==> config.mk <==
export PLATFORM = sky130hd
export DESIGN_NAME = nv_async_evt_arb
export DESIGN_NICKNAME = d
export VERILOG_FILES = /design/src/rtl/nv_async_evt_arb.sv
export SDC_FILE = /design/constraint.sdc
export NUM_CORES = 1
export LEC_CHECK = 0
export ABC_AREA = 1
export CELL_PAD_IN_SITES_DETAIL_PLACEMENT = 0
export CELL_PAD_IN_SITES_GLOBAL_PLACEMENT = 2
export CORE_MARGIN = 2
export CORE_UTILIZATION = 31
export DETAILED_ROUTE_END_ITERATION = 10
export PLACE_DENSITY_LB_ADDON = 0.25
export SLEW_MARGIN = 15
export SYNTH_ARGS = -nofsm -noshare
export SYNTH_HDL_FRONTEND = slang
export SYNTH_SLANG_ARGS = --single-unit
==> constraint.sdc <==
create_clock -name nvdla_core_clk -period 2.3 [get_ports nvdla_core_clk]
set_input_delay 0.46 -clock nvdla_core_clk [delete_from_list [all_inputs] [get_ports nvdla_core_clk]]
set_output_delay 0.46 -clock nvdla_core_clk [all_outputs]
set_load 0.02 [all_outputs]
==> src/rtl/nv_async_evt_arb.sv <==
// Asynchronous event arbiter: synchronizes level event lines, detects rising edges
// and presents pending events round-robin on a valid/ready port.
// Optional per-event overflow flags: define NV_EVT_ARB_OVF_DETECT_EN.

module sync3d (
    input  logic clk,
    input  logic d,
    output logic q
);
    logic [2:0] meta_q;
    logic [2:0] meta_d;

    always_comb begin
        meta_d = {meta_q[1:0], d};
    end

    // No reset on purpose: contents are masked downstream until they have flushed.
    always_ff @(posedge clk) begin
        meta_q <= meta_d;
    end

    assign q = meta_q[2];
endmodule

module nv_async_evt_arb #(
    parameter int unsigned NUM_EVT = 4,
    parameter int unsigned IDX_W   = 2
) (
    input  logic               nvdla_core_clk,
    input  logic               nvdla_core_rstn,
    input  logic [NUM_EVT-1:0] evt_in,
    output logic               evt_vld,
    output logic [IDX_W-1:0]   evt_idx,
    input  logic               evt_rdy,
    output logic [NUM_EVT-1:0] evt_pend,
    output logic [NUM_EVT-1:0] evt_ovf,
    input  logic               ovf_clr
);
    localparam int unsigned SUM_W = IDX_W + 1;
    localparam logic [SUM_W-1:0]   NUM_EVT_S = SUM_W'(NUM_EVT);
    localparam logic [IDX_W-1:0]   LAST_IDX  = IDX_W'(NUM_EVT - 1);
    localparam logic [NUM_EVT-1:0] ONE_HOT0  = NUM_EVT'(1);

    logic [NUM_EVT-1:0] sync_c;
    logic [NUM_EVT-1:0] rise_c;
    logic [NUM_EVT-1:0] clr_c;
    logic [NUM_EVT-1:0] rot_c;
    logic [IDX_W-1:0]   off_c;
    logic [SUM_W-1:0]   sum_c;
    logic [IDX_W-1:0]   win_c;
    logic               load_c;

    logic [NUM_EVT-1:0] hist_q, hist_d;
    logic [NUM_EVT-1:0] pend_q, pend_d;
    logic [1:0]         warm_q, warm_d;
    logic               vld_q, vld_d;
    logic [IDX_W-1:0]   idx_q, idx_d;
    logic [IDX_W-1:0]   rr_q, rr_d;

    for (genvar g = 0; g < NUM_EVT; g++) begin : g_sync
        sync3d u_sync (
            .clk (nvdla_core_clk),
            .d   (evt_in[g]),
            .q   (sync_c[g])
        );
    end

    // Edge detect, gated until the synchronizers have flushed after reset.
    always_comb begin
        hist_d = sync_c;
        warm_d = (warm_q == 2'd3) ? warm_q : warm_q + 2'd1;
        rise_c = (warm_q == 2'd3) ? (sync_c & ~hist_q) : '0;
    end

    // Round-robin pick: rotate pend so rr_ptr sits at bit 0, take the lowest set bit.
    always_comb begin
        rot_c = NUM_EVT'({pend_q, pend_q} >> rr_q);
        off_c = '0;
        for (int k = NUM_EVT - 1; k >= 0; k--) begin
            if (rot_c[k]) off_c = IDX_W'(k);
        end
        sum_c = {1'b0, rr_q} + {1'b0, off_c};
        if (sum_c >= NUM_EVT_S) sum_c = sum_c - NUM_EVT_S;
        win_c = sum_c[IDX_W-1:0];
    end

    always_comb begin
        load_c = (~vld_q | evt_rdy) & (|pend_q);
        clr_c  = load_c ? (ONE_HOT0 << win_c) : '0;
        vld_d  = vld_q;
        idx_d  = idx_q;
        rr_d   = rr_q;
        if (load_c) begin
            vld_d = 1'b1;
            idx_d = win_c;
            rr_d  = (win_c == LAST_IDX) ? '0 : win_c + IDX_W'(1);
        end else if (vld_q & evt_rdy) begin
            vld_d = 1'b0;
        end
        // A rise on the bit being granted re-arms it, so no event is dropped.
        pend_d = (pend_q & ~clr_c) | rise_c;
    end

    always_ff @(posedge nvdla_core_clk or negedge nvdla_core_rstn) begin
        if (!nvdla_core_rstn) begin
            hist_q <= '0;
            pend_q <= '0;
            warm_q <= '0;
            vld_q  <= 1'b0;
            idx_q  <= '0;
            rr_q   <= '0;
        end else begin
            hist_q <= hist_d;
            pend_q <= pend_d;
            warm_q <= warm_d;
            vld_q  <= vld_d;
            idx_q  <= idx_d;
            rr_q   <= rr_d;
        end
    end

    assign evt_vld  = vld_q;
    assign evt_idx  = idx_q;
    assign evt_pend = pend_q;

`ifdef NV_EVT_ARB_OVF_DETECT_EN
    logic [NUM_EVT-1:0] ovf_q, ovf_d;
    logic [NUM_EVT-1:0] ovf_set_c;

    // A set in the same cycle as a clear wins.
    always_comb begin
        ovf_set_c = rise_c & pend_q & ~clr_c;
        ovf_d     = (ovf_clr ? '0 : ovf_q) | ovf_set_c;
    end

    always_ff @(posedge nvdla_core_clk or negedge nvdla_core_rstn) begin
        if (!nvdla_core_rstn) begin
            ovf_q <= '0;
        end else begin
            ovf_q <= ovf_d;
        end
    end

    assign evt_ovf = ovf_q;
`else
    logic unused_ovf_clr;
    assign unused_ovf_clr = ovf_clr;
    assign evt_ovf        = '0;
`endif

endmodule

==> impl_results.md, run 1 <==
- Status: finished clean
- Most used cell, CP: nand2_1
- GRT Util Overall: 0.1040
- Clk network pwr share: 0.111
- NumNets Final: 137
- Final Hold Vio Count: 0
- Sw Ratio: 0.4454
- Core Area: 3311 um^2
- Worst-path fanout max: 8
- Crit share post-route: 0.8610
- Fin cells: 171
- Clock-pin slew on the worst setup and hold paths: 0.14 ns
- R2R Setup Slk: 0.32 ns
- Grt ovf: 0
- Area Growth Syn to Fin: 18.89%
- HP Class: flop to flop
- Max Clock Skew: 0.004260 ns
- Die X: 62.47 um
- Final setup fails: 0
- Vias/cell: 4.175
- Largest net degree at the start of global routing: 17
- WP data required: 2.53 ns
- CTS H-tree depth: 1
- Setup TNS: 0 ns
- Post-CTS Hold Buffers: 0
- Worst-path cell chain: inv_2 > nand2_1 > nand3_1 > nand2_1 > nand3_1 > a21boi_1 > ha_1 > xor2_1 > nand2_2 > nand2_4 > nand3_1 > nand2_1 > nand2_1
- Routing usage on met2: 0.1788
- TritonRoute pass-1 iters: 4
- Crit path DAT: 2.21 ns
- Final Max Slew Viols: 0
- Crit path time final: 1.980 ns
- FF+latch count, synth: 27
- RSZ-0062 raised after global routing: false
- Post-synth cell types: 22
- Peak Freq: 505.0 MHz
- Worst setup EP type: flop
- Layout cells sized above 1: 0.1600
- Initial Util: 0.3201
- Die outline height: 62.47 um
- Critical path's largest stage delay: 0.47 ns
- Critical path class: flop to flop
- Placed cells: 167
- Routed WL: 1.748 mm
- CTS max path bufs: 2
- Most used routing layer: met2
- Die footprint: 3903 um^2
- Critical path launch point type: flop
- Final HPWL DP: 1.368 mm
- GPL Wtd Cong: 0.7538
- Final antenna-violating net count: 0
- Psw: 0.8123 mW
- First-pass GRT wire length: 3.249 mm
- Sink Count: 27
- YS warnings: 0
- Mapped Area: 1060 um^2
- Sequential-to-total area share from yosys stat: 0.5809
- Avg Inst Size Synth: 9.723 um^2
- CTS tree: done
- Power density over cell area: 1448 nW/um^2
- Seq pwr share: 0.363
- Met1 usage: 0.1247
- Clk_lat worst skew: 0.32 ns
- Static Leakage: 0.5785 nW
- Inserted Clock Buffers: 3
- Max_slew headroom: 0.5343
- Max cap viols: 0
- P_int: 1.012 mW
- Row cnt: 21
- Initial antenna violation count: 0
- Worst Tran Pin Value: 0.6964 ns
- Drt wl/cell: 10.22 um
- # diodes: 0
- CP max-delay cell: dfrtp_2
- Total Power: 1.824 mW
- Combinational Power Share: 0.526
- Global routing met3 resource utilization: 0.01622
- Cells after Synth: 109
- Max IR drop VDD: 0.4496 mV
- PortBufs: 13
- DRC Markers: 0
- Boundary Pins: 19
- Vias: 714
- DRT iter0 DRCs: 30
- Vias in the first global route: 743
- Clk root buf: clkbuf_4
metrics by stage:
| stage | area [um^2] | worst slack, ns | hold WS (ns) | utilization |
|---|---|---|---|---|
| finish | 1260 | 0.3198 | 0.3440 | 0.3806 |
| global route | 1260 | 0.07393 | 0.3504 | 0.3806 |
| CTS | 1259 | 0.2245 | 0.3443 | 0.3802 |
| detailed placement | 1229 | 0.2486 | 0.3121 | 0.3711 |
| global placement | 1229 | 0.2519 | 0.3103 | 0.3711 |
| floorplan | 1071 | 0.4653 | 0.1644 | - |
cell type report:
cell class                      count  area (um^2)
Clock inverter                      1        7.507
Timing Repair Buffer               13        130.1
Sequential cell                    27        616.8
Multi-Input combinational cell     73        394.1
Tap cell                           46        57.56
Fill cell                         351         2051
Inverter                            8        31.28
Clock buffer                        3        22.52
cell families (layout without fill, tap and decap cells):
logic type	count (synthesis)	after routing	share of synthesized area
simple gates	59	59	0.2668
flops	27	27	0.5809
buf+inv	12	25	0.05784
compound gates	4	4	0.02835
fa+ha+maj	3	3	0.03542
xor+xnor	2	2	0.01653
other cells	1	4	0.003539
mux	1	1	0.01062
cells in the final DEF, fill, tap and decap left out, drive strengths merged:
| cell | count |
|---|---|
| a21boi | 1 |
| a31oi | 1 |
| clkbuf | 3 |
| clkdlybuf4s50 | 13 |
| clkinv | 1 |
| clkinvlp | 1 |
| conb | 4 |
| dfrtp | 15 |
| dfxtp | 12 |
| ha | 3 |
| inv | 7 |
| mux2 | 1 |
| nand2 | 33 |
| nand3 | 15 |
| nand3b | 4 |
| nor2 | 7 |
| o21ai | 1 |
| o21bai | 1 |
| xnor2 | 1 |
| xor2 | 1 |
power groups by stage:
stage	Clock, mW	Combinational (mW)	Sequential [mW]
finish	0.203	0.959	0.662
global route	0.236	1.12	0.682
CTS	0.216	0.979	0.664
detailed placement	0	0.977	0.673
global placement	0	0.968	0.671
floorplan	0	0.679	0.711
cell usage after synthesis, drive strengths merged:
| cell type | instances | area (um^2) |
|---|---|---|
| dfrtp | 15 | 375.4 |
| nand2 | 33 | 146.4 |
| xor2 | 1 | 8.760 |
| mux2 | 1 | 11.26 |
| inv | 7 | 26.27 |
| nor2 | 7 | 26.28 |
| clkinv | 1 | 5.000 |
| ha | 3 | 37.54 |
| a21boi | 1 | 7.510 |
| xnor2 | 1 | 8.760 |
| o21ai | 1 | 8.760 |
| a31oi | 1 | 6.260 |
| dfxtp | 12 | 240.2 |
| o21bai | 1 | 7.510 |
| conb | 1 | 3.750 |
| buf | 4 | 30.03 |
| nand3 | 15 | 80.08 |
| nand3b | 4 | 30.03 |
metal layers:
metal | vias up | share of wire | routed length (um)
met5 | - | 0 | 0
met4 | 0 | 0.011 | 19
met3 | 2 | 0.026 | 45
met2 | 11 | 0.51 | 900
met1 | 325 | 0.45 | 782
li1 | 376 | - | -
sequential cells by signal, summed over array words and instances, names as in the netlist:
signal,count
g_sync.u_sync.meta_q,12
evt_pend,4
hist_q,4
evt_idx,2
rr_q,2
warm_q,2
evt_vld,1
what timing repair did:
action / CTS / global route
resized for setup: 0 / 1
endpoints found under the setup margin: 0 / 3
setup buffers: 0 / 0
critical path: cells and delay by family, from the launching register on:
family / cells / cell delay (ns)
AO/OA/AOI/OAI: 1 / 0.19
XOR/XNOR: 1 / 0.24
adder cells (fa/ha/maj): 1 / 0.19
buffers and inverters: 1 / 0.07
flip-flops: 1 / 0.47
AND/OR/NAND/NOR: 9 / 0.71
path summary, 6_finish.rpt:
check                                             end                  startpoint  cells after the start
hold reg to reg            g_sync[3].u_sync.meta_q[2]  g_sync[3].u_sync.meta_q[1]                      0
setup reg to reg                          evt_pend[3]                     rr_q[0]                     13
min in group asynchronous                  evt_idx[1]             nvdla_core_rstn                      1
max in group asynchronous                     rr_q[0]             nvdla_core_rstn                      1
setup / recovery                          evt_pend[3]                     rr_q[0]                     13
hold / removal             g_sync[3].u_sync.meta_q[2]  g_sync[3].u_sync.meta_q[1]                      0
Power figures use the tool's default switching activity.
==> inputs of run 2 (changes only) <==
--- a/config.mk
+++ b/config.mk
@@ -7,9 +7,9 @@
 export LEC_CHECK = 0
 export ABC_AREA = 1
 export CELL_PAD_IN_SITES_DETAIL_PLACEMENT = 0
-export CELL_PAD_IN_SITES_GLOBAL_PLACEMENT = 2
+export CELL_PAD_IN_SITES_GLOBAL_PLACEMENT = 1
 export CORE_MARGIN = 2
-export CORE_UTILIZATION = 31
+export CORE_UTILIZATION = 38
 export DETAILED_ROUTE_END_ITERATION = 10
 export PLACE_DENSITY_LB_ADDON = 0.25
 export SLEW_MARGIN = 15
==> run 2 against run 1 <==
Effect of this change:
- combinational power hardly changed
- utilization is 7.7 points higher
- largest cell class unchanged
- clock power hardly changed
- largest power group unchanged
==> impl_results.md, run 2 (same netlist as run 1, synthesis figures left out) <==
- Status: finished clean
- Layout cells sized above 1: 0.1600
- Area Growth Syn to Fin: 17.12%
- Critical path's largest stage delay: 0.47 ns
- Clock-pin slew on the worst setup and hold paths: 0.15 ns
- Die outline height: 56.81 um
- Drt wl/cell: 10.36 um
- Vias: 731
- Initial Util: 0.3910
- Post-DP Area: 1210 um^2
- NumNets Final: 137
- Largest net degree at the start of global routing: 17
- CTS tree: done
- Max_slew headroom: 0.5577
- Static Leakage: 0.5785 nW
- Final WS setup: 0.3038 ns
- Sink Count: 27
- Peak Freq: 501.0 MHz
- Total Power: 1.826 mW
- RSZ-0062 raised after global routing: false
- Pre-CTS WS: 0.2237 ns
- Max reg flops: 12
- PortBufs: 13
- Row cnt: 19
- Placed cells: 152
- Die X: 56.81 um
- HP Class: flop to flop
- WP data required: 2.52 ns
- Hold Path Sink: g_sync[0].u_sync.meta_q[2]
- # diodes: 0
- Final antenna-violating net count: 0
- Die footprint: 3227 um^2
- Setup TNS: 0 ns
- DRT iter0 DRCs: 12
- Critical path class: flop to flop
- Final HPWL DP: 1.267 mm
- Worst-path cell chain: inv_2 > nand2_1 > nand3_1 > nand2_1 > nand3_1 > a21boi_1 > ha_1 > xor2_1 > nand2_2 > nand2_4 > nand3_1 > nand2_1 > nand2_1
- CTS max path bufs: 2
- Vias in the first global route: 709
- Post-CTS Hold Buffers: 0
- Final Max Slew Viols: 0
- R2R depth: 13
- Worst-path fanout max: 8
- TritonRoute pass-1 iters: 4
- Routed WL: 1.616 mm
- Post-CTS Setup Bufs: 0
- Final core utilization: 0.4580
- Critical path launch point type: flop
- Crit path DAT: 2.22 ns
- Commonest non-fill, non-tap cell in the layout: nand2_1
- Final Hold Vio Count: 0
- Max IR drop VDD: 0.7849 mV
- Clk_lat worst skew: 0.32 ns
- CTS H-tree depth: 1
- Final setup fails: 0
- Final instance area: 1241 um^2
- Largest Register: g_sync.u_sync.meta_q
- Max Clock Skew: 0.01110 ns
- First-pass GRT wire length: 2.939 mm
- Hold slack: 0.3441 ns
- CP max-delay cell: dfrtp_2
- Hold Crit Start: g_sync[0].u_sync.meta_q[1]
- Initial antenna violation count: 0
- Hold depth: 0
- Core Area: 2710 um^2
- Most frequent cells in the layout: nand2_1, nand3_1, dfrtp_1
- Clk root buf: clkbuf_4
- R2R Setup Slk: 0.30 ns
- GPL Wtd Cong: 0.8166
- Power density over cell area: 1471 nW/um^2
- Fill cells: 270
- Most used cell, CP: nand2_1
- R2r startpoint: rr_q[0]
- Worst Tran Pin Value: 0.6614 ns
- Worst setup EP type: flop
- Boundary Pins: 19
- Crit path time final: 1.996 ns
- Vias/cell: 4.686
- Crit share post-route: 0.8679
- Reg2reg end: evt_pend[2]
- Inserted Clock Buffers: 3
- Max cap viols: 0
- Grt ovf: 0
- GRT Util Overall: 0.1158
- Fin cells: 156
- Area of the multi-input gates: 394.1 um^2
- DRC Markers: 0
- Register Area: 616.8 um^2
==> run 2: how the worst max path moves through the flow <==
stage / startpoint / to / slack, ns / depth (start not counted)
after floorplan: evt_pend[1] / evt_pend[3] / 0.47 / 12
after global placement: rr_q[0] / evt_pend[3] / 0.26 / 13
after detailed placement: rr_q[0] / evt_pend[3] / 0.22 / 13
after CTS: rr_q[0] / evt_pend[3] / 0.21 / 13
after global routing: rr_q[0] / evt_pend[2] / 0.09 / 13
final: rr_q[0] / evt_pend[2] / 0.30 / 13
==> run 2: per-layer routing <==
layer  wire [um]  vias to the layer above  track usage
met5           0                        -            0
met2         773                       18       0.1910
li1            -                      374            -
met3          61                        4      0.01382
met1         755                      335       0.1412
met4          25                        0      0.07641
==> run 2: critical path, delay by kind of cell, from the launching register on <==
| kind | cells | cell delay [ns] |
|---|---|---|
| and+or+nand+nor | 9 | 0.76 |
| DFF | 1 | 0.47 |
| xor gates and xnor gates | 1 | 0.24 |
| AOI/OAI and AO/OA | 1 | 0.19 |
| adders and majority gates | 1 | 0.19 |
| buffers and inverters | 1 | 0.07 |
==> run 2: layout make-up <==
class / count / area share
inverters: 8 / 0.02520
clock inverters: 1 / 0.006048
multi-input cells: 73 / 0.3175
well taps: 31 / 0.03125
clock buffers: 3 / 0.01815
flip-flops and latches: 27 / 0.4970
repair buffers: 13 / 0.1048
==> run 2: repair_timing <==
item	4_1_cts	5_1_grt
endpoints found under the hold margin	0	0
endpoints found under the setup margin	0	3
gates resized for setup	0	1
==> run 2: where the power goes <==
group	leakage (nW)	internal [mW]	switching, mW	total, mW
Combinational	0.300	0.381	0.580	0.961
Clock	0.0139	0.0663	0.135	0.201
Sequential	0.265	0.565	0.0992	0.664
Total	0.578	1.01	0.814	1.83
==> inputs of run 3 (changes only) <==
--- a/config.mk
+++ b/config.mk
@@ -10,6 +10,7 @@
 export CELL_PAD_IN_SITES_GLOBAL_PLACEMENT = 1
 export CORE_MARGIN = 2
 export CORE_UTILIZATION = 38
+export CTS_CLUSTER_SIZE = 20
 export DETAILED_ROUTE_END_ITERATION = 10
 export PLACE_DENSITY_LB_ADDON = 0.25
 export SLEW_MARGIN = 15
==> constraint.sdc (replaced) <==
create_clock -name nvdla_core_clk -period 2.3 [get_ports nvdla_core_clk]
set_input_delay 0.575 -clock nvdla_core_clk [delete_from_list [all_inputs] [get_ports nvdla_core_clk]]
set_output_delay 0.575 -clock nvdla_core_clk [all_outputs]
set_load 0.02 [all_outputs]
==> results of run 3 <==
The final DEF is identical to that of run 2. Status: finished clean.
